File: config.mk
export PLATFORM = sky130hd
export DESIGN_NAME = matrix_scroll_ctrl
export DESIGN_NICKNAME = d
export VERILOG_FILES = /design/src/rtl/matrix_pkg.sv /design/src/rtl/matrix_row_scanner.sv /design/src/rtl/matrix_scroll_ctrl.sv
export SDC_FILE = /design/constraint.sdc
export NUM_CORES = 1
export LEC_CHECK = 0
export ABC_AREA = 1
export ABC_CLOCK_PERIOD_IN_PS = 3900
export CAP_MARGIN = 15
export CELL_PAD_IN_SITES_DETAIL_PLACEMENT = 0
export CELL_PAD_IN_SITES_GLOBAL_PLACEMENT = 1
export CORE_MARGIN = 2
export CORE_UTILIZATION = 44
export CTS_CLUSTER_DIAMETER = 80
export DETAILED_ROUTE_END_ITERATION = 6
export HOLD_SLACK_MARGIN = 0.08
export PLACE_DENSITY_LB_ADDON = 0.1
export REMOVE_ABC_BUFFERS = 1
export SLEW_MARGIN = 20
export SYNTH_ARGS = -nofsm -noshare
export SYNTH_HDL_FRONTEND = slang
export SYNTH_SLANG_ARGS = --single-unit
File: constraint.sdc
create_clock -name clk -period 3.9 [get_ports clk]
set_input_delay 0.975 -clock clk [delete_from_list [all_inputs] [get_ports clk]]
set_output_delay 0.975 -clock clk [all_outputs]
set_load 0.01 [all_outputs]
File: src/rtl/matrix_pkg.sv
`default_nettype none
// ----------------------------------------------------------------------------
// matrix_pkg: shared constants and helpers for the LED matrix scroll controller
// Revision: 1.0
// ----------------------------------------------------------------------------
package matrix_pkg;

  localparam logic DIR_UP    = 1'b0;
  localparam logic DIR_DOWN  = 1'b1;
  localparam int   SEG_MAX_W = 64;

  // Blank column pattern; callers size-cast the result down to COLS bits.
  function automatic logic [SEG_MAX_W-1:0] seg_blank(input int cols);
    logic [SEG_MAX_W-1:0] v;
    v = '0;
    for (int i = 0; i < SEG_MAX_W; i++) begin
      if (i < cols) v[i] = 1'b1;
    end
    return v;
  endfunction

  // Single conditional subtract: valid while a, b < depth.
  function automatic int unsigned mod_add(input int unsigned a,
                                          input int unsigned b,
                                          input int unsigned depth);
    int unsigned s;
    s = a + b;
    if (s >= depth) s = s - depth;
    return s;
  endfunction

endpackage
`default_nettype wire

File: src/rtl/matrix_row_scanner.sv
`default_nettype none
// ----------------------------------------------------------------------------
// matrix_row_scanner: per-row dwell prescaler and row counter with frame marker
// Revision: 1.0
// ----------------------------------------------------------------------------
module matrix_row_scanner
  import matrix_pkg::*;
#(
  parameter int ROWS       = 8,
  parameter int SCAN_SHIFT = 13,
  localparam int ROW_W     = $clog2(ROWS)
) (
  input  logic             clk,
  input  logic             reset,
  output logic [ROW_W-1:0] scanout,
  output logic             row_adv,
  output logic             frame_end
);

  logic [SCAN_SHIFT-1:0] presc_q, presc_d;
  logic [ROW_W-1:0]      row_q, row_d;

  always_comb begin
    row_adv   = (presc_q == '1);
    frame_end = row_adv && (row_q == ROW_W'(ROWS - 1));
    presc_d   = presc_q + SCAN_SHIFT'(1);
    row_d     = row_q;
    if (row_adv) begin
      row_d = frame_end ? '0 : row_q + ROW_W'(1);
    end
  end

  always_ff @(posedge clk) begin
    if (!reset) begin
      presc_q <= '0;
      row_q   <= '0;
    end else begin
      presc_q <= presc_d;
      row_q   <= row_d;
    end
  end

  assign scanout = row_q;

endmodule
`default_nettype wire

File: src/rtl/matrix_scroll_ctrl.sv
`default_nettype none
// ----------------------------------------------------------------------------
// matrix_scroll_ctrl: scrolling LED dot-matrix driver with frame-aligned updates
// Revision: 1.0
// ----------------------------------------------------------------------------
module matrix_scroll_ctrl
  import matrix_pkg::*;
#(
  parameter int ROWS       = 8,
  parameter int COLS       = 8,
  parameter int DEPTH      = 16,
  parameter int SCAN_SHIFT = 13,
  parameter int STEP_DIV   = 12500000
) (
  input  logic                     clk,
  input  logic                     reset,
  input  logic                     wr_en,
  input  logic [$clog2(DEPTH)-1:0] wr_addr,
  input  logic [COLS-1:0]          wr_data,
  input  logic                     scroll_en,
  input  logic                     dir,
  output logic [COLS-1:0]          segout,
  output logic [$clog2(ROWS)-1:0]  scanout,
  output logic [$clog2(DEPTH)-1:0] offset,
  output logic                     wrap
);

  localparam int ADDR_W = $clog2(DEPTH);
  localparam int ROW_W  = $clog2(ROWS);
  localparam int TICK_W = $clog2(STEP_DIV);
  localparam logic [COLS-1:0] SEG_BLANK = COLS'(seg_blank(COLS));

  logic [COLS-1:0]   pat_q [DEPTH];
  logic [COLS-1:0]   pat_d [DEPTH];
  logic [TICK_W-1:0] tick_q, tick_d;
  logic              pending_q, pending_d;
  logic [ADDR_W-1:0] offset_q, offset_d;
  logic [COLS-1:0]   segout_q, segout_d;
  logic              wrap_q, wrap_d;

  logic              row_adv;
  logic              frame_end;
  logic              tick_tc;
  logic              step_req;
  logic              step_now;
  logic [ROW_W-1:0]  row_nxt;
  logic [ADDR_W-1:0] fetch_idx;

  matrix_row_scanner #(
    .ROWS       (ROWS),
    .SCAN_SHIFT (SCAN_SHIFT)
  ) u_scanner (
    .clk       (clk),
    .reset     (reset),
    .scanout   (scanout),
    .row_adv   (row_adv),
    .frame_end (frame_end)
  );

  always_comb begin
    tick_tc   = (tick_q == TICK_W'(STEP_DIV - 1));
    tick_d    = tick_tc ? '0 : tick_q + TICK_W'(1);
    // A tick landing on the frame boundary is consumed on that same edge.
    step_req  = pending_q || (tick_tc && scroll_en);
    step_now  = frame_end && step_req;
    pending_d = frame_end ? 1'b0 : step_req;

    offset_d = offset_q;
    wrap_d   = 1'b0;
    if (step_now) begin
      if (dir == DIR_UP) begin
        if (offset_q == ADDR_W'(DEPTH - 1)) begin
          offset_d = '0;
          wrap_d   = 1'b1;
        end else begin
          offset_d = offset_q + ADDR_W'(1);
        end
      end else begin
        if (offset_q == '0) begin
          offset_d = ADDR_W'(DEPTH - 1);
          wrap_d   = 1'b1;
        end else begin
          offset_d = offset_q - ADDR_W'(1);
        end
      end
    end

    // Fetch for the row being entered, using the offset that frame will show.
    row_nxt   = frame_end ? '0 : scanout + ROW_W'(1);
    fetch_idx = ADDR_W'(mod_add(32'(offset_d), 32'(row_nxt), 32'(DEPTH)));
    segout_d  = row_adv ? pat_q[fetch_idx] : segout_q;

    pat_d = pat_q;
    if (wr_en && (32'(wr_addr) < 32'(DEPTH))) begin
      pat_d[wr_addr] = wr_data;
    end
  end

  always_ff @(posedge clk) begin
    if (!reset) begin
      pat_q     <= '{default: SEG_BLANK};
      tick_q    <= '0;
      pending_q <= 1'b0;
      offset_q  <= '0;
      segout_q  <= SEG_BLANK;
      wrap_q    <= 1'b0;
    end else begin
      pat_q     <= pat_d;
      tick_q    <= tick_d;
      pending_q <= pending_d;
      offset_q  <= offset_d;
      segout_q  <= segout_d;
      wrap_q    <= wrap_d;
    end
  end

  assign segout = segout_q;
  assign offset = offset_q;
  assign wrap   = wrap_q;

endmodule
`default_nettype wire
======== Word-level counts from Yosys, hierarchy flattened ========
Cells that the tools add are included.
storage, ports and cells
  bits in registers ....................... 182
  bits in latches ......................... 0
  bits in writable memories ............... 0
  bits in read-only memories .............. 0
  word-level logic and storage cells ...... 65
  memories kept ........................... 0
operators by class
  add/sub/neg operators ................... 7
  $mul .................................... 0
  div/mod/pow operators ................... 0
  magnitude comparators ................... 4
  equality and inequality tests ........... 4
  shift-type cells ........................ 0
  multiplexer cells ....................... 15
  bitwise gates (word level) .............. 3
  reduce and logical (&&, ||, !) cells .... 9
operators with widths
  kind                     count
  $bwmux W128              1
  $bmux W8 S4              1
  $demux W8 S4             1
  $add A24 B1 Y24 const B  1
  $eq A24 B24 Y1 const B   1
  $mux W8                  3
  $mux W4                  5
  $ge A5 B5 Y1 const B     3
  $add A13 B1 Y13 const B  1
  $eq A13 B13 Y1 const B   1
  $not A4 Y5               2
  $sub A4 B1 Y4 const B    2
  $add A4 B3 Y5            1
  $lt A5 B1 Y1 const B     1
  $add A4 B1 Y4 const B    1
  $eq A4 B4 Y1 const B     1
  $logic_and A1 B1 Y1      4
  $logic_not A4 Y1         1
  $reduce_or A2 Y1         2
  $add A3 B1 Y3 const B    1
  $eq A3 B3 Y1 const B     1
  $mux W1                  3
  $mux W3                  1
  $reduce_and A2 Y1        1
  other kinds (2)          2

======== Logic depth before layout (Yosys ltp) ========
  word-level depth ........................ 12
  depth in mapped cells ................... 26
  depth with buffers taken out ............ 24

======== Modules after synthesis ========
From an unflattened synthesis, not the netlist that was laid out.
unflattened totals
  cell total of the unflattened synthesis .. 1219
  area total of the unflattened synthesis .. 8460.6 sq um
modules (own cells, without submodules)
  module              times used  cells an instance  area each (sq um)  sequential area each (sq um)
  matrix_scroll_ctrl  1           1109               7662.3             3323.2
  matrix_row_scanner  1           110                798.3              320.3

======== Worst setup path after synthesis ========
OpenSTA, ideal clock, no wires.
  path kind ............................... input to register
  start ................................... input port scroll_en
  end ..................................... register segout_q[7], in the netlist segout[7]
  arrival ................................. 3.102 ns
  path slack .............................. 0.683 ns
  stages on the path ...................... 19
  cells stage by stage .................... nand3_1 -> nand2_4 -> nand2_4 -> inv_2 -> nand3_1 -> nand2_1 -> inv_1 -> ha_1 -> inv_1 -> fa_1 -> inv_1 -> clkbuf_1 -> a21oi_1 -> o21ai_0 -> o21ai_0 -> o21ai_0 -> nand3_1 -> nand3_1 -> nand2_1
on the way
  word-level cells in the longest chain between the ends .. 11
  elaborated cells on any way between the ends .. 12
RTL lines
  item                                                  line                       RTL
  start: declaration                                    matrix_scroll_ctrl.sv:20   input logic scroll_en,
  $logic_and A1 B1 Y1 *                                 matrix_scroll_ctrl.sv:64   step_req = pending_q || (tick_tc && scroll_en);
  $logic_or A1 B1 Y1 *                                  matrix_scroll_ctrl.sv:64
  $logic_and A1 B1 Y1 *                                 matrix_scroll_ctrl.sv:65   step_now = frame_end && step_req;
  $mux W4 *                                             matrix_scroll_ctrl.sv:70   if (step_now) begin
  via offset_d[0]                                       matrix_scroll_ctrl.sv:37   logic [ADDR_W-1:0] offset_q, offset_d;
  $add A4 B3 Y5 *                                       matrix_pkg.sv:27           s = a + b;
  $sub A4 B1 Y4 / $ge A5 B5 Y1 (equally long branches)  matrix_pkg.sv:28           if (s >= depth) s = s - depth;
  $mux W4 *                                             matrix_pkg.sv:28
  $not A4 Y5 (implied by the code) *                    matrix_scroll_ctrl.sv:91   segout_d = row_adv ? pat_q[fetch_idx] : segout_q;
  $bmux W8 S4 *                                         matrix_scroll_ctrl.sv:91
  $mux W8 (implied by the code) * (2 in a row)          matrix_scroll_ctrl.sv:91
  end signal: assignment                                matrix_scroll_ctrl.sv:112  segout_q <= segout_d;
  end: declaration                                      matrix_scroll_ctrl.sv:38   logic [COLS-1:0] segout_q, segout_d;
Mark *: on every way through the listed nets, which the timed path passes. The rest lies on a longest branch. The select of a mux whose other input is x is not followed.
A chain may end at the register's enable or synchronous reset.

======== Final worst setup path ========
  start ................................... register u_scanner.presc_q[0]
  end ..................................... register segout_q[2], in the netlist segout[2]
on the way
  word-level cells in the longest chain between the ends .. 11
  elaborated cells on any way between the ends .. 13
RTL lines
  item                                                  line                      RTL
  start: declaration                                    matrix_row_scanner.sv:20  logic [SCAN_SHIFT-1:0] presc_q, presc_d;
  start signal: assignment                              matrix_row_scanner.sv:38  presc_q <= presc_d;
  $eq A13 B13 Y1 *                                      matrix_row_scanner.sv:24  row_adv = (presc_q == '1);
  $logic_and A1 B1 Y1 *                                 matrix_row_scanner.sv:25  frame_end = row_adv && (row_q == ROW_W'(ROWS - 1));
  $logic_and A1 B1 Y1 *                                 matrix_scroll_ctrl.sv:65
  $mux W4 *                                             matrix_scroll_ctrl.sv:70
  via offset_d[0]                                       matrix_scroll_ctrl.sv:37
  $add A4 B3 Y5 *                                       matrix_pkg.sv:27
  $sub A4 B1 Y4 / $ge A5 B5 Y1 (equally long branches)  matrix_pkg.sv:28
  $mux W4 *                                             matrix_pkg.sv:28
  $not A4 Y5 (implied by the code) *                    matrix_scroll_ctrl.sv:91
  $bmux W8 S4 *                                         matrix_scroll_ctrl.sv:91
  $mux W8 (implied by the code) * (2 in a row)          matrix_scroll_ctrl.sv:91
Marked as above.

==> impl_metrics.yaml <==
outcome:
  status: "complete, but fails checks"
  violations: "design-rule violations"
layout:
  layout-drive-gt1-share: 0.0845
  layout_commonest_cell: "nand2_1"
  finalNetCount: 1256
  regArea_um2: 3640
  final_cell_mix: "nand2_1 (331), nand3_1 (182), dfxtp_1 (182)"
  fillers: 1907
  diodes: 0
  area_growth_pct: 15.1
  multiInputGateArea_um2: 4210
  instances_no_fill: 1502
sta:
  setup_violations: 0
  period_share: 0.901
  slew_violations: 0
  hold_ws_ps: 451
  hold_viol: 0
  period_minus_slack_ps: 3520
  slew_headroom: 0.294
  rsz0062_at_grt: "no"
  max_freq_mhz: 284
  worst_pin_slew_ps: 1060
  fin_skew_ps: 9.21
logic_synthesis:
  synth_flop_cell: "dfxtp_1"
  ys_ff_latch: 182
  synth-xor-area-share: 0.0134
  synth_cells: 1215
  syn_area_per_cell_um2: 7.00
  synth_edf_count: 0
  yosysSeqAreaShare: 0.428
  muxShareOfSynthArea: 0.00132
  yosys.area_share.simple: 0.358
  synth_top_family_by_area: "simple AND/OR/NAND/NOR gates"
  synth_cell_type_count: 41
  async_flop_share: 0
  synthAdderAreaFrac: 0.0156
  synth_area_um2: 8510
  synth_warnings: 0
  synth_compound_area_frac: 0.106
route:
  first_pass_iters: 7
  routed-via-count: 7791
  met2_length_mm: 10.7
  first_iter_violations: 577
  drt_wl_total_mm: 23.9
  highest_layer: "met4"
  met1_length_mm: 11.7
  remaining_drc_errors: 3
  wl_per_cell_um: 15.9
  via_per_inst: 5.19
  dr_wl_met3_mm: 1.15
  ant_nets: 0
power:
  p_switching_uw: 925
  ir_drop_uv: 280
  p_clk_frac: 0.466
  p_leak_uw: 0.00437
  p_int_uw: 3000
  combPwrFrac: 0.047
  switching_share: 0.235
  p_per_area_nw_per_um2: 401
  pwr-share-seq: 0.486
clocking:
  root_buffer: "clkbuf_16"
  cts_tree: "built"
  cts_buffer_depth: 2
  cts_made_buffers: 17
  clk_latency_ps: 430
  clock-sinks: 182
  clk_pin_slew_worst_paths_ps: 70
  htree_levels: 4
  ctsHoldBuffers: 0
grt:
  grt_antenna_before_repair: 0
  track_usage: 0.241
  grt_first_pass_wirelength_mm: 38.5
  grt_pass1_vias: 7077
  grt_overflow_total: 0
  grt_max_degree: 112
critical_path:
  arrival_ps: 3890
  rrSetupSlack_ps: 380
  ff2ff_path_depth: 23
  r2r_end: "segout[2]$_SDFFE_PN1N_"
  endpoint_kind: "register"
  critPathMaxFanout: 33
  crit_type: "register to register"
  critPathMaxStageDelay_ps: 460
  r2r_start: "u_scanner.presc_q[0]$_SDFF_PN0_"
  crit_required_ps: 4280
  crit_chain: "ha_1, nand2_2, nor2_4, nand2_4, nor2_8, nand3_4, nor2_8, nand2_4, inv_2, nand3_1, nand2_1, inv_1, ha_2, inv_1, fa_1, inv_1, buf_12, o21ai_0, o221ai_1, o21ai_0, nand3_1, nand3_1, nand2_1"
  crit_slowest_cell: "fa_1"
  start_kind: "register"
floorplanning:
  ios: 33
  core_um2: 18800
  die_w_um: 143
  initial_utilization: 0.452
  dieArea_um2: 20500
  die_y_um: 143
  row_count: 50
place:
  detailed_place_hpwl_mm: 15.3
  port_buffers: 32
  post-place-cells: 1468
  gp_congestion: 0.837
worst_hold_path:
  hold_end: "tick_q[0]$_SDFF_PP0_"
  worstHoldPathCells: 1
  hp-start: "tick_q[0]$_SDFF_PP0_"
  hold_class: "register to register"
job:
  cap_violations: 0
power groups by stage:
| stage | registers (µW) | clock network (µW) | logic [µW] |
|---|---|---|---|
| 4_1_cts | 1910 | 1870 | 186 |
| 2_1_floorplan | 1950 | 0 | 82.3 |
| 3_5_place_dp | 1950 | 0 | 186 |
| 3_3_place_gp | 1950 | 0 | 185 |
| 6_report | 1910 | 1830 | 185 |
| 5_1_grt | 1910 | 1950 | 208 |
repair_timing:
| item | in CTS | in global routing |
|---|---|---|
| resized for setup | 0 | 0 |
| setup buffers | 0 | 2 |
| setup endpoints to repair | 0 | 3 |
per-layer routing:
layer  track usage  vias up
li1              -     3991
met1         0.351     3568
met2         0.368      209
met3        0.0386       23
met4        0.0683        0
met5             0        -
how the worst max path moves through the flow:
stage / slack [ps] / startpoint / to
floorplan: -630 / u_scanner.presc_q[0]$_SDFF_PN0_ / segout[0]$_SDFFE_PN1N_
global placement: -20 / dir / segout[2]$_SDFFE_PN1N_
detailed placement: -3 / dir / segout[2]$_SDFFE_PN1N_
CTS: 240 / u_scanner.presc_q[0]$_SDFF_PN0_ / segout[2]$_SDFFE_PN1N_
global route: 60 / tick_q[0]$_SDFF_PP0_ / segout[2]$_SDFFE_PN1N_
finish: 380 / u_scanner.presc_q[0]$_SDFF_PN0_ / segout[2]$_SDFFE_PN1N_
flip-flops by register name, indices dropped and copies added (netlist names):
register	flops
pat_q	128
tick_q	24
u_scanner.presc_q	13
segout	8
offset	4
u_scanner.scanout	3
pending_q	1
wrap	1
synthesized netlist by cell type (2+ instances only):
master,instances,area share
clkinv_1,2,0.00088
nand3_2,5,0.0059
nor2_2,8,0.0059
nand2_1,331,0.15
nand4_1,14,0.010
xnor2_1,4,0.0041
nor3_1,11,0.0065
clkbuf_1,51,0.022
buf_1,6,0.0026
or2_2,3,0.0022
nand2_4,5,0.0066
nand3_4,3,0.0062
dfxtp_1,182,0.43
nor2_4,3,0.0040
nand2_2,6,0.0044
inv_1,99,0.044
o22ai_1,7,0.0051
o221ai_1,8,0.0082
buf_2,6,0.0035
a31oi_1,2,0.0015
nor2_1,88,0.039
nand3_1,182,0.11
o21ai_0,83,0.049
inv_2,7,0.0031
ha_1,9,0.013
o211ai_1,10,0.0088
a21oi_1,53,0.031
xor2_1,9,0.0093
nor2_8,2,0.0047
nor3b_1,5,0.0044
cell families (layout without fill, tap and decap cells):
| family | count (synthesis) | in the layout |
|---|---|---|
| buffers and inverters | 172 | 199 |
| AO/OA/AOI/OAI | 166 | 166 |
| AND/OR/NAND/NOR | 671 | 671 |
| XOR/XNOR | 13 | 13 |
| flip-flops | 182 | 182 |
| multiplexers | 1 | 1 |
| adder cells (fa/ha/maj) | 10 | 10 |
through the flow:
step / power (µW) / TNS [ps] / worst slack [ps] / utilization / cell area (µm²)
5_1_grt: 4070 / 0 / 64.9 / 0.520 / 9790
4_1_cts: 3970 / 0 / 237 / 0.519 / 9770
3_5_place_dp: 2140 / -2.98 / -2.98 / 0.486 / 9150
3_3_place_gp: 2140 / -17.9 / -17.9 / 0.486 / 9150
2_1_floorplan: 2030 / -5010 / -630 / - / 8260
6_report: 3930 / 0 / 385 / 0.520 / 9790
final cells by class:
type	count	share of cell area
Clock buffer	20	0.0467
Clock inverter	12	0.0169
Inverter	108	0.0414
Multi-Input combinational cell	861	0.430
Sequential cell	182	0.372
Tap cell	260	0.0332
Timing Repair Buffer	59	0.0596
worst max-delay path: cells and delay by family (launching register included):
| kind | cells | cell delay [ps] |
|---|---|---|
| flops | 1 | 360 |
| simple gates | 12 | 1250 |
| fa+ha+maj | 3 | 810 |
| compound gates | 3 | 550 |
| buf+inv | 5 | 500 |
(Power assumes the default switching activity.)
